--- src/rtl/bus_ram_bank.sv ---
// bus_ram_bank: bus-mapped RAM window of DEPTH words at BASE_ADDR on the
// 16-bit local bus, with a control word at BASE_ADDR+DEPTH that launches a
// hardware clear sweep (every word <= INIT_VAL), edge-qualified writes and a
// wrapping count of accepted RAM writes.
// Optional feature: define BUS_RAM_PARITY_EN to store an even-parity bit per
// word and report mismatches on reads through the sticky parity_err output.
// Without the macro no parity is stored and parity_err is tied low.

module bus_ram_bank #(
    parameter logic [15:0]       BASE_ADDR = 16'd20,
    parameter int                DEPTH     = 8,
    parameter int                DATA_W    = 16,
    parameter logic [DATA_W-1:0] INIT_VAL  = DATA_W'(32'd99)
) (
    input  logic              clk,
    input  logic              rst_n,
    input  logic [15:0]       addr_bus,
    input  logic [DATA_W-1:0] data_bus,
    input  logic              rw,
    input  logic              data_strobe,
    output logic              address_valid,
    output logic [DATA_W-1:0] data_bus_o,
    output logic              busy,
    output logic [15:0]       wr_count,
    output logic              parity_err
);

    localparam int IDX_W = (DEPTH > 1) ? $clog2(DEPTH) : 1;
    // One extra bit so the offset can also represent the control word.
    localparam int OFF_W = IDX_W + 1;

    localparam logic [16:0]      LO_C       = {1'b0, BASE_ADDR};
    localparam logic [16:0]      HI_C       = {1'b0, BASE_ADDR} + 17'(DEPTH);
    localparam logic [OFF_W-1:0] CTRL_OFF_C = OFF_W'(DEPTH);
    localparam logic [IDX_W-1:0] LAST_IDX_C = IDX_W'(DEPTH - 1);

    typedef enum logic {
        ST_IDLE  = 1'b0,
        ST_CLEAR = 1'b1
    } state_t;

    // Even parity: the stored bit makes the total count of ones even.
    function automatic logic even_par(input logic [DATA_W-1:0] d);
        return ^d;
    endfunction

    // Registered state
    state_t            state_q, state_d;
    logic [IDX_W-1:0]  idx_q, idx_d;
    logic              address_valid_q, address_valid_d;
    logic [OFF_W-1:0]  addr_q, addr_d;
    logic              strobe_dly_q, strobe_dly_d;
    logic [DATA_W-1:0] data_bus_o_q, data_bus_o_d;
    logic [15:0]       wr_count_q, wr_count_d;
    logic [DATA_W-1:0] mem_q [DEPTH];

    // Combinational helpers
    logic              hit_s;
    logic [OFF_W-1:0]  off_s;
    logic              busy_s;
    logic              stb_rise_s;
    logic              is_ram_s;
    logic              is_ctrl_s;
    logic [IDX_W-1:0]  addr_idx_s;
    logic              ram_wr_s;
    logic              ctrl_clr_s;
    logic              rd_ram_s;
    logic              rd_ctrl_s;
    logic              mem_we_s;
    logic [IDX_W-1:0]  mem_waddr_s;
    logic [DATA_W-1:0] mem_wdata_s;

`ifdef BUS_RAM_PARITY_EN
    logic [DEPTH-1:0]  par_q;
    logic              parity_err_q, parity_err_d;
`endif

    // Address decode for the next-cycle address_valid / offset registers.
    always_comb begin
        hit_s = ({1'b0, addr_bus} >= LO_C) && ({1'b0, addr_bus} <= HI_C);
        off_s = OFF_W'(addr_bus - BASE_ADDR);
        address_valid_d = hit_s;
        if (hit_s) begin
            addr_d = off_s;
        end else begin
            addr_d = '0;
        end
        strobe_dly_d = data_strobe;
    end

    // Access qualification from the registered decode and the strobe edge.
    always_comb begin
        busy_s     = (state_q == ST_CLEAR);
        stb_rise_s = data_strobe & ~strobe_dly_q;
        is_ram_s   = (addr_q < CTRL_OFF_C);
        is_ctrl_s  = (addr_q == CTRL_OFF_C);
        addr_idx_s = addr_q[IDX_W-1:0];
        ram_wr_s   = rw & address_valid_q & stb_rise_s & is_ram_s & ~busy_s;
        ctrl_clr_s = rw & address_valid_q & stb_rise_s & is_ctrl_s
                     & data_bus[0] & ~busy_s;
        rd_ram_s   = ~rw & address_valid_q & is_ram_s;
        rd_ctrl_s  = ~rw & address_valid_q & is_ctrl_s;
    end

    // Clear-sweep FSM, RAM write port and write counter.
    always_comb begin
        state_d     = state_q;
        idx_d       = idx_q;
        wr_count_d  = wr_count_q;
        mem_we_s    = 1'b0;
        mem_waddr_s = '0;
        mem_wdata_s = '0;
        case (state_q)
            ST_CLEAR: begin
                mem_we_s    = 1'b1;
                mem_waddr_s = idx_q;
                mem_wdata_s = INIT_VAL;
                if (idx_q == LAST_IDX_C) begin
                    state_d = ST_IDLE;
                    idx_d   = '0;
                end else begin
                    idx_d = idx_q + IDX_W'(1);
                end
            end
            ST_IDLE: begin
                if (ram_wr_s) begin
                    mem_we_s    = 1'b1;
                    mem_waddr_s = addr_idx_s;
                    mem_wdata_s = data_bus;
                    wr_count_d  = wr_count_q + 16'd1;
                end else if (ctrl_clr_s) begin
                    state_d    = ST_CLEAR;
                    idx_d      = '0;
                    wr_count_d = 16'd0;
                end else begin
                    state_d = ST_IDLE;
                end
            end
            default: begin
                state_d = ST_CLEAR;
                idx_d   = '0;
            end
        endcase
    end

    // Read data mux: RAM word (0 while sweeping), control status, or 0.
    always_comb begin
        data_bus_o_d = '0;
        if (rd_ram_s) begin
            if (busy_s) begin
                data_bus_o_d = '0;
            end else begin
                data_bus_o_d = mem_q[addr_idx_s];
            end
        end else if (rd_ctrl_s) begin
            data_bus_o_d[0] = busy_s;
        end else begin
            data_bus_o_d = '0;
        end
    end

`ifdef BUS_RAM_PARITY_EN
    // Sticky parity error: set by a mismatching RAM read, cleared by a clear command.
    always_comb begin
        parity_err_d = parity_err_q;
        if (ctrl_clr_s) begin
            parity_err_d = 1'b0;
        end else if (rd_ram_s && !busy_s
                     && (even_par(mem_q[addr_idx_s]) != par_q[addr_idx_s])) begin
            parity_err_d = 1'b1;
        end else begin
            parity_err_d = parity_err_q;
        end
    end

    // Parity error flag register.
    always_ff @(posedge clk or negedge rst_n) begin
        if (!rst_n) begin
            parity_err_q <= 1'b0;
        end else begin
            parity_err_q <= parity_err_d;
        end
    end

    assign parity_err = parity_err_q;
`else
    assign parity_err = 1'b0;
`endif

    // RAM storage; contents are defined by the sweep that follows every reset.
    always_ff @(posedge clk) begin
        if (mem_we_s) begin
            mem_q[mem_waddr_s] <= mem_wdata_s;
`ifdef BUS_RAM_PARITY_EN
            par_q[mem_waddr_s] <= even_par(mem_wdata_s);
`endif
        end
    end

    // Control and output registers; reset launches a fresh sweep from word 0.
    always_ff @(posedge clk or negedge rst_n) begin
        if (!rst_n) begin
            state_q         <= ST_CLEAR;
            idx_q           <= '0;
            address_valid_q <= 1'b0;
            addr_q          <= '0;
            strobe_dly_q    <= 1'b0;
            data_bus_o_q    <= '0;
            wr_count_q      <= 16'd0;
        end else begin
            state_q         <= state_d;
            idx_q           <= idx_d;
            address_valid_q <= address_valid_d;
            addr_q          <= addr_d;
            strobe_dly_q    <= strobe_dly_d;
            data_bus_o_q    <= data_bus_o_d;
            wr_count_q      <= wr_count_d;
        end
    end

    assign address_valid = address_valid_q;
    assign data_bus_o    = data_bus_o_q;
    assign busy          = busy_s;
    assign wr_count      = wr_count_q;

endmodule

--- config.mk ---
export PLATFORM = sky130hd
export DESIGN_NAME = bus_ram_bank
export DESIGN_NICKNAME = d
export VERILOG_FILES = /design/src/rtl/bus_ram_bank.sv
export SDC_FILE = /design/constraint.sdc
export NUM_CORES = 1
export LEC_CHECK = 0
export ABC_AREA = 1
export CORE_UTILIZATION = 40
export DETAILED_ROUTE_END_ITERATION = 10
export PLACE_DENSITY_LB_ADDON = 0.15
export SYNTH_ARGS = -nofsm -noshare
export SYNTH_HDL_FRONTEND = slang
export SYNTH_SLANG_ARGS = --single-unit
--- constraint.sdc ---
create_clock -name clk -period 3.2 [get_ports clk]
set_input_delay 0.64 -clock clk [delete_from_list [all_inputs] [get_ports clk]]
set_output_delay 0.64 -clock clk [all_outputs]
set_load 0.05 [all_outputs]
==> metrics.txt <==
status=complete, no violations; worst path arrival time=1850 ps; CP max FO=8; Post-synth top cells=nor2_1, edfxtp_1, nand2_1; mux contribution to synthesized area=0%; vias per cell=5.17; Clock Tree Buf Depth=2; P_sw=0.853 mW; Synthesis Warnings=0; Routed WL per cell=16.8 um; die height=136 um; DP HPWL=10100 um; area share of fa/ha/maj cells after synthesis=1.04%; CP bufs+invs=1; CTS clock-pin slew for the worst setup and hold paths=60 ps; Design Power=4.62 mW; Synth top area share=53.2%; largest family of logic cells by synthesized area=simple AND/OR/NAND/NOR gates; Skew-Pair Late Insertion Delay=430 ps; Horiz. Die Dim=136 um; detailed-route via count=5071; clk_skew=14.6 ps; final global-route overflow total=0; cell accounting for the most synthesized area=edfxtp_1; Filler Cells Inserted=1474; Multi-input gate area=2000 um^2; unrepaired setup endpoints after global routing=no; net count after synthesis=709; Flop pwr share=50.8%; switch share=18.5%; Main synth FF type=edfxtp_1; cts bufs inserted=17; initial antenna violation count=0; IO Port Bufs=69; R2R setup slack=1010 ps; setup TNS=0 ps; Cell Pwr Density=526 nW/um^2; Final ANT Viol Nets=0; delay-heaviest family, CP=buffers and inverters; Cell Area, Synth=7220 um^2; ant diodes=0; Slew headroom=46.7%; combinational share of power=1.6%; fin nets=784; clock power share=47.6%; FF-to-FF End=mem_q[5][13]$_DFFE_PP_; DRC=0; Cell Area, Placed=8160 um^2; core area=17500 um^2; Storage cell area=4900 um^2; Critical Path Max Stage Delay=820 ps; DRT iter0 DRCs=467; GP Congestion=0.812; Overall Global Routing Usage=19.2%; top-count cell post-synth=nor2_1; Worst path slowest cell=clkdlybuf4s50_1; xor and xnor area share after synthesis=0%; Post-Synth Simple-Gate Area=18.2%; largest cells by area after synthesis=edfxtp_1, dfrtp_1, nor2_1, o21ai_0, nand2_1; # IOs=71; Synth Instances=667; Max Slew Vio Count=0; CP startpoint=busy$_DFF_PN1_; CTS H-tree depth=4; ys async rst share=24.7%; layout cells sized above 1=8.34%; number of global-route vias before repair=4923; Design Area, Final=8790 um^2; Resized cells post-CTS=0; Period minus WS final=2490 ps; Final Non-Filler Cells=980; worst slew pin tran=799 ps; clock root buffer=clkbuf_16; Worst setup SP type=flop; Achievable Freq=401 MHz; postcts setup bufs=0; Crit Path Category=reg2out; synthesized area per cell=10.8 um^2; largest net degree at the start of global routing=65; final critical-path share of the clock period=77.9%; Max IR drop VDD=0.380 mV; crit path to=busy; CTS Sinks=170; R2R cell count=8; Initial Utilization=41.3%; FF-to-FF Start=busy$_DFF_PN1_; max cap viols=0; internal power=3.77 mW; Cells after DPL=948; Seq cells post-synth=170; CTS tree=done; Seq/Total Area, Yosys=67.8%; synth unique cells=31; Critical Path End Type=output pin; DR pass1 iterations=6; area delta synth->final=21.7%; final core occ=50.3%; CTS Hold Buffers Added=0; Compound-Gate Fraction of Synth Area=8.33%; first-pass GRT wire length=26200 um; Fin. Hold Viols=0; number of cells on the critical path=1; site row count=48; Worst Hold Class=in2async; die area=18600 um^2; CP cell instances=clkdlybuf4s50_1; WP data required=2560 ps; final count of negative-setup-slack endpoints=0; Leakage Power=3.48 nW; drt total wl=16500 um; EDFF count, synth=128
==> layout make-up <==
class	count	area share, %
Sequential cell	170	55.7
Clock inverter	13	2.28
Inverter	40	1.74
Multi-Input combinational cell	425	22.7
Timing Repair Buffer	88	9.42
Tap cell	225	3.20
Clock buffer	19	4.93
==> sequential cells by signal, summed over array words and instances, names as in the netlist <==
name           count
idx_q              3
mem_q            128
strobe_dly_q       1
address_valid      1
addr_q             4
wr_count          16
busy               1
data_bus_o        16
==> cell families (layout without fill, tap and decap cells) <==
| logic type | Yosys count | count (layout) |
|---|---|---|
| and+or+nand+nor | 311 | 311 |
| DFF | 170 | 170 |
| AOI/OAI and AO/OA | 107 | 107 |
| buffers and inverters | 72 | 160 |
| adders and majority gates | 6 | 6 |
| other | 1 | 1 |
==> metal layers <==
metal,routed length (um),track usage (%),up-vias
li1,-,-,2440
met1,7730,26.9,2445
met5,0,0,-
met3,889,4.10,18
met2,7670,29.9,168
met4,214,5.49,0
==> power groups by stage <==
stage	combinational (mW)	sequential [mW]	clock, mW
2_1_floorplan	0.0135	2.39	0
3_3_place_gp	0.0739	2.39	0
3_5_place_dp	0.0741	2.39	0
4_1_cts	0.0745	2.35	2.24
5_1_grt	0.0810	2.35	2.32
6_report	0.0726	2.35	2.20
==> placed cells by master (no fill, tap or decap), types with 2 or more instances in the layout <==
cell             instances
o22ai_1                 15
clkinv_2                 3
edfxtp_1               128
inv_1                   37
nor2_1                 155
nand2_2                  2
dfrtp_1                 41
nand4_1                  8
clkinvlp_4               3
clkdlybuf4s50_1         68
ha_1                     6
bufinv_16                5
o21ai_0                 69
a21oi_1                  3
o21bai_1                 5
inv_2                    2
nand3_1                 44
buf_4                   19
nand2_1                 91
o211ai_1                14
or2_2                    4
clkbuf_1                 2
clkbuf_16               17
nand3b_1                 2
==> worst min-delay path by stage <==
| stage | to | slack [ps] | cells past startpoint |
|---|---|---|---|
| final | data_bus_o[12]$_DFF_PN0_ | 290 | 1 |
| after global routing | data_bus_o[12]$_DFF_PN0_ | 360 | 1 |
| after CTS | data_bus_o[12]$_DFF_PN0_ | 320 | 1 |
| after detailed placement | idx_q[2]$_DFFE_PN0P_ | 540 | 2 |
| after global placement | idx_q[0]$_DFFE_PN0P_ | 530 | 2 |
| after floorplan | addr_q[0]$_DFF_PN0_ | 340 | 0 |
==> stage by stage <==
stage               hold slack, ps  worst slack [ps]
finish                         289               708
global route                   359               650
CTS                            320               688
detailed placement             538               409
global placement               525               479
floorplan                      344               665
No activity file was read; power rests on OpenSTA's default activity.
